===== src/rtl/instruction_fetch_unit.sv =====
// Fetch stage: owns the PC, drives the instruction-memory address and
// presents instruction/PC/bubble flag to the IF/ID register.
module instruction_fetch_unit #(
   parameter int                    PC_WIDTH     = 32,
   parameter logic [PC_WIDTH-1:0]   RESET_PC     = '0,
   parameter int                    FLUSH_CYCLES = 2,
   parameter logic [31:0]           NOP_INSTR    = 32'hE1A00000
) (
   input  logic                clk,
   input  logic                reset,
   input  logic                stall,
   input  logic                branchTaken,
   input  logic [PC_WIDTH-1:0] branchTarget,
   output logic [PC_WIDTH-1:0] imemAddr,
   input  logic [31:0]         imemData,
   output logic [31:0]         instructionOUT,
   output logic [PC_WIDTH-1:0] pcValOUT,
   output logic                noopOUT
);

   typedef enum logic [1:0] {
      IDLE  = 2'd0,
      RUN   = 2'd1,
      FLUSH = 2'd2
   } state_t;

   localparam logic [2:0]          FLUSH_LOAD = 3'(FLUSH_CYCLES - 1);
   localparam logic [PC_WIDTH-1:0] PC_STEP    = PC_WIDTH'(4);
   localparam logic [PC_WIDTH-1:0] ALIGN_MASK = ~PC_WIDTH'(3);

   state_t              state, state_n;
   logic [PC_WIDTH-1:0] pc, pc_n;
   logic [2:0]          flushCnt, flushCnt_n;
   logic [PC_WIDTH-1:0] target;

   assign target = branchTarget & ALIGN_MASK;

   always_ff @(posedge clk or posedge reset) begin
      if (reset) begin
         state    <= IDLE;
         pc       <= RESET_PC;
         flushCnt <= 3'd0;
      end else begin
         state    <= state_n;
         pc       <= pc_n;
         flushCnt <= flushCnt_n;
      end
   end

   // Branch beats stall in both RUN and FLUSH; a stall freezes the bubble count.
   always_comb begin
      state_n    = state;
      pc_n       = pc;
      flushCnt_n = flushCnt;
      case (state)
         IDLE: begin
            state_n = RUN;
         end
         RUN: begin
            if (branchTaken) begin
               pc_n       = target;
               state_n    = FLUSH;
               flushCnt_n = FLUSH_LOAD;
            end else if (!stall) begin
               pc_n = pc + PC_STEP;
            end
         end
         FLUSH: begin
            if (branchTaken) begin
               pc_n       = target;
               flushCnt_n = FLUSH_LOAD;
            end else if (!stall) begin
               if (flushCnt == 3'd0) begin
                  state_n = RUN;
               end else begin
                  flushCnt_n = flushCnt - 3'd1;
               end
            end
         end
         default: begin
            state_n = IDLE;
         end
      endcase
   end

   assign imemAddr       = pc;
   assign pcValOUT       = pc;
   assign noopOUT        = (state != RUN);
   assign instructionOUT = noopOUT ? NOP_INSTR : imemData;

endmodule


===== config.mk =====
export PLATFORM = sky130hd
export DESIGN_NAME = instruction_fetch_unit
export DESIGN_NICKNAME = d
export VERILOG_FILES = /design/src/rtl/instruction_fetch_unit.sv
export SDC_FILE = /design/constraint.sdc
export NUM_CORES = 1
export LEC_CHECK = 0
export CORE_MARGIN = 10
export CORE_UTILIZATION = 42
export CTS_BUF_LIST = sky130_fd_sc_hd__clkbuf_16
export CTS_CLUSTER_DIAMETER = 40
export DETAILED_ROUTE_END_ITERATION = 10
export GPL_ROUTABILITY_DRIVEN = 0
export PLACE_DENSITY = 0.85
export REMOVE_ABC_BUFFERS = 1
export SYNTH_ARGS = -nofsm -noshare
export SYNTH_HDL_FRONTEND = slang
export SYNTH_SLANG_ARGS = --single-unit

===== constraint.sdc =====
create_clock -name clk -period 3.95 [get_ports clk]
set_clock_uncertainty 0.15 [all_clocks]
set_input_delay 0.79 -clock clk [delete_from_list [all_inputs] [get_ports clk]]
set_output_delay 0.79 -clock clk [all_outputs]
set_load 0.03 [all_outputs]

==> results_dict.tcl, run 1 <==
set metrics [dict create \
    seq_area_frac_synth 0.312 \
    design.die.area_sq_um 10400 \
    min-delay-start "flushCnt[1]" \
    clk_latency_ps 280 \
    place_area_sq_um 4230 \
    required_ps 3010 \
    power.share.clock 0.101 \
    viasPerCell 5.66 \
    net-switching-power_mw 1.95 \
    cts_buffers 5 \
    port_buffers 158 \
    netlist_area_sq_um 2810 \
    stdcell_area_sq_um 4360 \
    synth_cell_type_count 55 \
    synth_ff_type "dfrtp_1" \
    ir_drop_mv 0.491 \
    first_pass_iters 4 \
    synth_seq_cells 35 \
    critPathMaxFanout 31 \
    grt_pass1_vias 2991 \
    clk_pin_slew_ps 60 \
    power_density_nw_per_um2 860 \
    cts_tree "built" \
    n_antenna_cell 0 \
    finalSetupViolations 0 \
    hpwl_microns 8250 \
    r2r-start "state[1]" \
    avgRoutedWirePerCell_microns 19.4 \
    post-cts-setup-buffers 0 \
    final_layout_size_suffix_gt1_frac 0.0598 \
    async_reset_ff_frac 1.00 \
    slew_headroom 0.514 \
    nFillCells 519 \
    cts_root_buffer "clkbuf_16" \
    end_kind "primary output" \
    grt_util_all_layers 0.196 \
    synth-edff-count 0 \
    rows 29 \
    hold_class "reg2reg" \
    grt_max_degree 36 \
    multiInputGateArea_sq_um 1570 \
    cp.arrival_ps 2410 \
    area_growth_pct 55.3 \
    finalMaxSlewViolations 0 \
    synth_warnings 0 \
    vias 3084 \
    clockBufferDepth 2 \
    hold_viol_final 0 \
    finalCriticalPeriod_ps 3350 \
    rsz0062_at_grt "false" \
    cap_viol_max_count 0 \
    pwr-share-comb 0.684 \
    synth.top_cell.area_share 0.312 \
    wl_microns 10600 \
    seqCellArea_sq_um 876 \
    setup_tns_ps 0 \
    drtIter0Drc 204 \
    layout.nets 543 \
    synth_top_area_cell "dfrtp_1" \
    die_y_microns 102 \
    fmax_ghz 0.299 \
    die_w_microns 102 \
    antenna_found_initial 0 \
    swShare 0.520 \
    gr-total-overflow 0 \
    pwr-share-seq 0.215 \
    synth_area_leaders "dfrtp_1 (31%), buf_4 (9.1%), and2_1 (6.9%)" \
    cts_resized 0 \
    final_util 0.679 \
    avgSynthCellArea_sq_um 8.24 \
    internal_power_mw 1.80 \
    fp.coreArea_sq_um 6420 \
    postSynthCellCount 341 \
    clock_sinks 35 \
    grt_first_pass_wirelength_microns 16300 \
    io_pins 165 \
    cts_htree_levels 2 \
    drtAntennaViolNets 0 \
    worstSetupStartpointType "flip-flop" \
    path_class "reg2out" \
    start_util 0.437 \
    postCtsHoldBufs 0 \
    status "finished, final reports clean" \
    fin_crit_sh 0.848 \
    tightest_slew_ps 729 \
    p_leak_nw 1.71 \
    route.detailed.drc 0 \
    cp-startpoint "state[1]" \
]
[area by class of cell]
type	count	share of cell area
clock buffer	5	0.0287
inverter	7	0.00602
multi-input combinational	250	0.359
tap	77	0.0221
clock inverter	2	0.00201
timing repair buffer	169	0.382
sequential	35	0.201
[Yosys cell counts, drive strengths merged, types with 2 or more instances]
cell / instances
a211oi: 3
a21oi: 30
a22oi: 2
a2bb2oi: 2
a311oi: 7
a31oi: 3
a32oi: 3
a41o: 2
and2: 31
and3: 6
and4: 8
buf: 46
clkbuf: 6
dfrtp: 35
ha: 7
inv: 7
mux2i: 2
nand2: 27
nand2b: 9
nand3: 12
nand4: 7
nor2: 21
nor3: 10
nor3b: 2
o21a: 2
o21ai: 19
o22a: 3
o22ai: 5
o2bb2ai: 2
o31ai: 3
o32ai: 2
or2: 2
or3: 5
[state kept, by name, indices dropped and copies added (netlist names)]
signal,cells
flushCnt,3
state,2
imemAddr,30
[cell families (layout without fill, tap and decap cells)]
logic type / count (synthesis) / in the layout / synth area share
adder cells (fa/ha/maj): 7 / 7 / 0.0312
AO/OA/AOI/OAI: 92 / 92 / 0.216
AND/OR/NAND/NOR: 145 / 145 / 0.297
flip-flops: 35 / 35 / 0.312
buffers and inverters: 59 / 183 / 0.136
other: 1 / 4 / 0.00134
multiplexers: 2 / 2 / 0.00713
[power groups by stage]
stage               Combinational, mW  Sequential [mW]  Clock, mW
global route                     2.73            0.840      0.404
CTS                              2.59            0.799      0.382
finish                           2.57            0.806      0.380
detailed placement               2.57            0.801          0
floorplan                       0.882             1.33          0
global placement                 2.52            0.789          0
[cell usage in the layout (no fill, tap or decap), drive strengths merged, types with 3 or more instances in the layout]
| cell type | Yosys | layout |
|---|---|---|
| o31ai | 3 | 3 |
| dfrtp | 35 | 35 |
| nor2 | 21 | 21 |
| nand2b | 9 | 9 |
| buf | 46 | 11 |
| a21oi | 30 | 30 |
| clkbuf | 6 | 5 |
| nand4 | 7 | 7 |
| conb | 1 | 4 |
| or3 | 5 | 5 |
| a32oi | 3 | 3 |
| and3 | 6 | 6 |
| nor3 | 10 | 10 |
| o22ai | 5 | 5 |
| ha | 7 | 7 |
| clkdlybuf4s50 | 0 | 158 |
| o21ai | 19 | 19 |
| a311oi | 7 | 7 |
| nand3 | 12 | 12 |
| a211oi | 3 | 3 |
| and2 | 31 | 31 |
| a31oi | 3 | 3 |
| o22a | 3 | 3 |
| inv | 7 | 7 |
| and4 | 8 | 8 |
| nand2 | 27 | 27 |
[per-layer routing]
| metal | track usage | vias to the layer above | share of wire |
|---|---|---|---|
| li1 | - | 1453 | - |
| met1 | 0.214 | 1453 | 0.39 |
| met4 | 0.0561 | 0 | 0.014 |
| met5 | 0 | - | 0 |
| met2 | 0.338 | 165 | 0.48 |
| met3 | 0.0858 | 13 | 0.12 |
[worst max-delay path: stages, from the launching register on]
cell and delay (ps):
dfrtp_1 380, inv_1 140, ha_1 660, and2_1 260, clkdlybuf4s50_1 690
[worst paths after layout]
check | endpoint | cells past startpoint | slack, ps
max in group asynchronous | imemAddr[26] | 3 | 2560
max | instructionOUT[27] | 4 | 600
max reg2reg | imemAddr[30] | 9 | 950
min | flushCnt[1] | 2 | 330
min in group asynchronous | imemAddr[14] | 3 | 760
min reg2reg | flushCnt[1] | 2 | 330
[per-stage QoR]
step,instances,total power [mW],worst slack [ps],hold WS (ps)
finish,545,3.75,601,334
global route,545,3.98,419,372
CTS,545,3.77,550,340
detailed placement,538,3.37,657,321
global placement,538,3.31,739,310
floorplan,292,2.21,901,299
(Power assumes the default switching activity.)
==> run 2, diff against run 1 <==
CORE_UTILIZATION = 35   (was 42)
PLACE_DENSITY = 0.75   (was 0.85)
clock period = 2.9 ns   (was 3.95 ns; I/O delays follow)
==> run 2 against run 1 <==
Cell count is 4.6% higher. Clock power increased by 34%. Non-clock buffer count unchanged. Wire length decreased by 1.3%. Critical endpoint is now instructionOUT[29]. Critical path depth rose by 1. Sequential power up 35%. Die area increased by 16%.
==> results_dict.tcl, run 2 (synthesis gave the netlist of run 1 again) <==
set metrics [dict create \
    min_path_cells 2 \
    rsz0062_at_grt "false" \
    worst_hold_slack_ps 330 \
    cts_buffers 5 \
    grt_max_degree 50 \
    setup_ws_ps 167 \
    clk_latency_ps 280 \
    cp_cell_sequence "inv_1 > ha_2 > buf_12 > nand2b_1 > clkdlybuf4s50_1" \
    final_layout_size_suffix_gt1_frac 0.0769 \
    port_buffers 158 \
    design.die.area_sq_um 12000 \
    clock_sinks 35 \
    grt_pass1_vias 3012 \
    hold_class "reg2reg" \
    dp.cells 563 \
    antenna_found_initial 0 \
    final_common_cell "clkdlybuf4s50_1" \
    r2r_cells 7 \
    n_antenna_cell 0 \
    viasPerCell 5.34 \
    ir_drop_mv 0.560 \
    critPathMaxFanout 32 \
    die_w_microns 110 \
    fp.coreArea_sq_um 7770 \
    required_ps 2170 \
    area_growth_pct 59.2 \
    finalCriticalPeriod_ps 2730 \
    io_pins 165 \
    setup_tns_ps 0 \
    rows 32 \
    largest_register_ffs 30 \
    layout.nets 543 \
    cp_slowest_cell "clkdlybuf4s50_1" \
    route.detailed.drc 0 \
    gr-total-overflow 0 \
    clockBufferDepth 2 \
    hpwl_microns 8150 \
    final_util 0.576 \
    hold_viol_final 0 \
    stdcell_area_sq_um 4470 \
    p_leak_nw 2.08 \
    place_area_sq_um 4280 \
    start_util 0.362 \
    slew_headroom 0.527 \
    cts_root_buffer "clkbuf_16" \
    final_cell_mix "clkdlybuf4s50_1 (131), dfrtp_1 (35), and2_1 (31)" \
    vias 3041 \
    postCtsHoldBufs 0 \
    fin_crit_sh 0.942 \
    grt_util_all_layers 0.167 \
    stdcell_count 570 \
    end_kind "primary output" \
    crit_buf_inv 3 \
    cap_viol_max_count 0 \
    finalSetupViolations 0 \
    crit_cells 5 \
    power_density_nw_per_um2 1140 \
    finalMaxSlewViolations 0 \
    clk_pin_slew_ps 60 \
    wl_microns 10400 \
    first_pass_iters 4 \
    drtIter0Drc 199 \
    p_total_mw 5.10 \
    worstSetupStartpointType "flip-flop" \
    post-cts-setup-buffers 0 \
    status "finished, final reports clean" \
    cts_htree_levels 2 \
    tightest_slew_ps 709 \
    path_class "reg2out" \
    cp.arrival_ps 2000 \
    cts_tree "built" \
    crit_family "buffers and inverters" \
    die_y_microns 110 \
    fmax_ghz 0.366 \
    avgRoutedWirePerCell_microns 18.3 \
    drtAntennaViolNets 0 \
    dpl_worst_slack_ps -54.3 \
    grt_first_pass_wirelength_microns 16100 \
    critPathMaxStageDelay_ps 610 \
]
==> run 2: cell count changes in the layout (fill, tap and decap cells not counted), sizes merged <==
cell / delta
dlymetal6s2s: +21
clkdlybuf4s50: -27
buf: +6
==> run 2: path summary, 6_finish.rpt <==
check	slack, ps	start	to
worst max-delay path	170	state[1]	instructionOUT[29]
worst min-delay path	330	flushCnt[2]	flushCnt[2]
worst max register to register	460	state[0]	imemAddr[19]
worst min register to register	330	flushCnt[2]	flushCnt[2]
max in group asynchronous	1700	reset	imemAddr[28]
min in group asynchronous	560	reset	imemAddr[13]
==> run 2: metal layers <==
metal  GRT usage  vias to the layer above  part of all wire
li1            -                     1457                 -
met1       0.200                     1423              0.42
met2       0.280                      153              0.47
met3      0.0573                        8              0.10
met4      0.0418                        0             0.011
met5           0                        -                 0
==> run 2: area by class of cell <==
type | count | area (sq um)
clock buffers | 5 | 125
clock inverters | 2 | 8.76
fillers | 664 | 3290
inverters | 7 | 26.3
multi-input cells | 250 | 1570
flip-flops and latches | 35 | 876
well taps | 102 | 128
repair buffers | 169 | 1740
==> run 2: timing repair <==
item | CTS | global route
resized for setup | 1 | 22
setup endpoints to repair | 21 | 31
pin swaps | 0 | 0
==> run 2: report_power, final <==
group	switching [mW]	internal [mW]	leakage, nW	total (mW)
combinational	2.07	1.44	1.61	3.51
sequential	0.367	0.719	0.404	1.09
clock	0.200	0.309	0.0671	0.508
==> run 2: worst reg2reg max path: stages (launching register included) <==
cell and delay [ps]:
dfrtp_1 380, inv_1 90, ha_1 340, o21a_1 260, nor2_2 550, buf_4 290, nor2_1 70, o22a_1 190
==> run 3, diff against run 2 <==
CAP_MARGIN = 20   (was default)
==> run 3 against run 2 <==
Worst hold slack gained 0.71 ps. Clock power is essentially flat. Final area grew 0.11%. Worst setup slack gained 2.8 ps. Utilization grew 0.064 points. Non-clock buffer count grew 1. Power is essentially flat. Fmax grew 0.10%. Sequential power is essentially flat. Sequential share of layout area is essentially flat. Critical endpoint unchanged. Largest cell class unchanged. Highest routed layer unchanged.
==> results_dict.tcl, run 3 (synthesis gave the netlist of run 1 again) <==
set metrics [dict create \
    clock_sinks 35 \
    cap_viol_max_count 0 \
    grt_util_all_layers 0.167 \
    cp.arrival_ps 2000 \
    cts_buffers 5 \
    setup_tns_ps 0 \
    route.detailed.drc 0 \
    ir_drop_mv 0.562 \
    place_area_sq_um 4280 \
    path_class "reg2out" \
    drtIter0Drc 184 \
    min_path_cells 2 \
    finalMaxSlewViolations 0 \
    fmax_ghz 0.366 \
    largest_register_ffs 30 \
    die_w_microns 110 \
    p_total_mw 5.10 \
    avgRoutedWirePerCell_microns 18.2 \
    cp-startpoint "state[1]" \
    post-cts-setup-buffers 0 \
    antenna_found_initial 0 \
    design.die.area_sq_um 12000 \
    fp.coreArea_sq_um 7770 \
    viasPerCell 5.33 \
    status "finished, final reports clean" \
    die_y_microns 110 \
    first_pass_iters 4 \
    seqCellArea_sq_um 876 \
    clk_latency_ps 280 \
    grt_first_pass_wirelength_microns 16100 \
    wl_microns 10400 \
    grt_pass1_vias 3012 \
    clockBufferDepth 2 \
    rsz0062_at_grt "false" \
    finalCriticalPeriod_ps 2730 \
    fin_crit_sh 0.941 \
    required_ps 2170 \
    dp.cells 563 \
    end_kind "primary output" \
    clk_pin_slew_ps 60 \
    r2r_cells 8 \
    cts_root_buffer "clkbuf_16" \
    final_cell_mix "clkdlybuf4s50_1 (131), dfrtp_1 (35), and2_1 (31)" \
    io_pins 165 \
    rows 32 \
    setup_ws_ps 170 \
    reg2reg_slack_ps 530 \
    area_growth_pct 59.4 \
    n_antenna_cell 0 \
    cts_tree "built" \
    vias 3045 \
    gr-total-overflow 0 \
    hold_viol_final 0 \
    drtAntennaViolNets 0 \
    layout.nets 544 \
    p_leak_nw 2.08 \
    multiInputGateArea_sq_um 1570 \
    critPathMaxFanout 32 \
    hpwl_microns 8150 \
    cts_htree_levels 2 \
    dpl_worst_slack_ps -54.3 \
    r2r_end "imemAddr[10]" \
    start_util 0.362 \
    final_layout_size_suffix_gt1_frac 0.0768 \
    finalSetupViolations 0 \
    worstSetupStartpointType "flip-flop" \
    port_buffers 158 \
    crit_end "instructionOUT[29]" \
    grt_max_degree 50 \
    nFillCells 665 \
    final_common_cell "clkdlybuf4s50_1" \
    r2r-start "state[0]" \
    power_density_nw_per_um2 1140 \
    hold_class "reg2reg" \
    stdcell_count 571 \
    stdcell_area_sq_um 4480 \
]
## run 3: layout make-up
class,count,area share
Timing Repair Buffer,170,0.390
Multi-Input combinational cell,250,0.350
Sequential cell,35,0.196
Tap cell,102,0.0285
Clock buffer,5,0.0279
Inverter,7,0.00587
Clock inverter,2,0.00196
## run 3: report_power, final
group          total (mW)  switching (mW)  internal [mW]  leakage (nW)
clock               0.511           0.202          0.309        0.0671
sequential           1.08           0.364          0.719         0.404
combinational        3.51            2.06           1.45          1.61
## run 3: worst max-delay path: stages (launching register included)
cell             delay (ps)
dfrtp_1                 380
inv_1                   160
ha_2                    320
buf_12                  190
nand2b_1                 60
clkdlybuf4s50_1         610
## run 3: worst min path at each step
| stage | start | endpoint | slack, ps |
|---|---|---|---|
| floorplan | flushCnt[1] | flushCnt[1] | 300 |
| global placement | flushCnt[1] | flushCnt[1] | 310 |
| detailed placement | flushCnt[2] | flushCnt[2] | 320 |
| CTS | flushCnt[2] | flushCnt[2] | 340 |
| global route | flushCnt[2] | flushCnt[2] | 360 |
| finish | flushCnt[2] | flushCnt[2] | 330 |
## run 3: stage by stage
| step | utilization | hold WS, ps |
|---|---|---|
| 2_1_floorplan | - | 299 |
| 3_3_place_gp | 0.551 | 311 |
| 3_5_place_dp | 0.551 | 317 |
| 4_1_cts | 0.569 | 336 |
| 5_1_grt | 0.577 | 357 |
| 6_report | 0.577 | 331 |
## run 3: per-layer routing
layer | part of all wire | wire length (microns) | up-vias | global-route usage
met5 | 0 | 0 | - | 0
met4 | 0.011 | 117 | 0 | 0.0418
met3 | 0.10 | 1040 | 8 | 0.0573
met2 | 0.46 | 4830 | 161 | 0.280
met1 | 0.42 | 4420 | 1415 | 0.200
li1 | - | - | 1461 | -
## run 3: repair_timing
action | CTS | global route
gates resized for setup | 1 | 21
endpoints found under the setup margin | 21 | 21
hold buffers | 0 | 0
cloned | 0 | 0
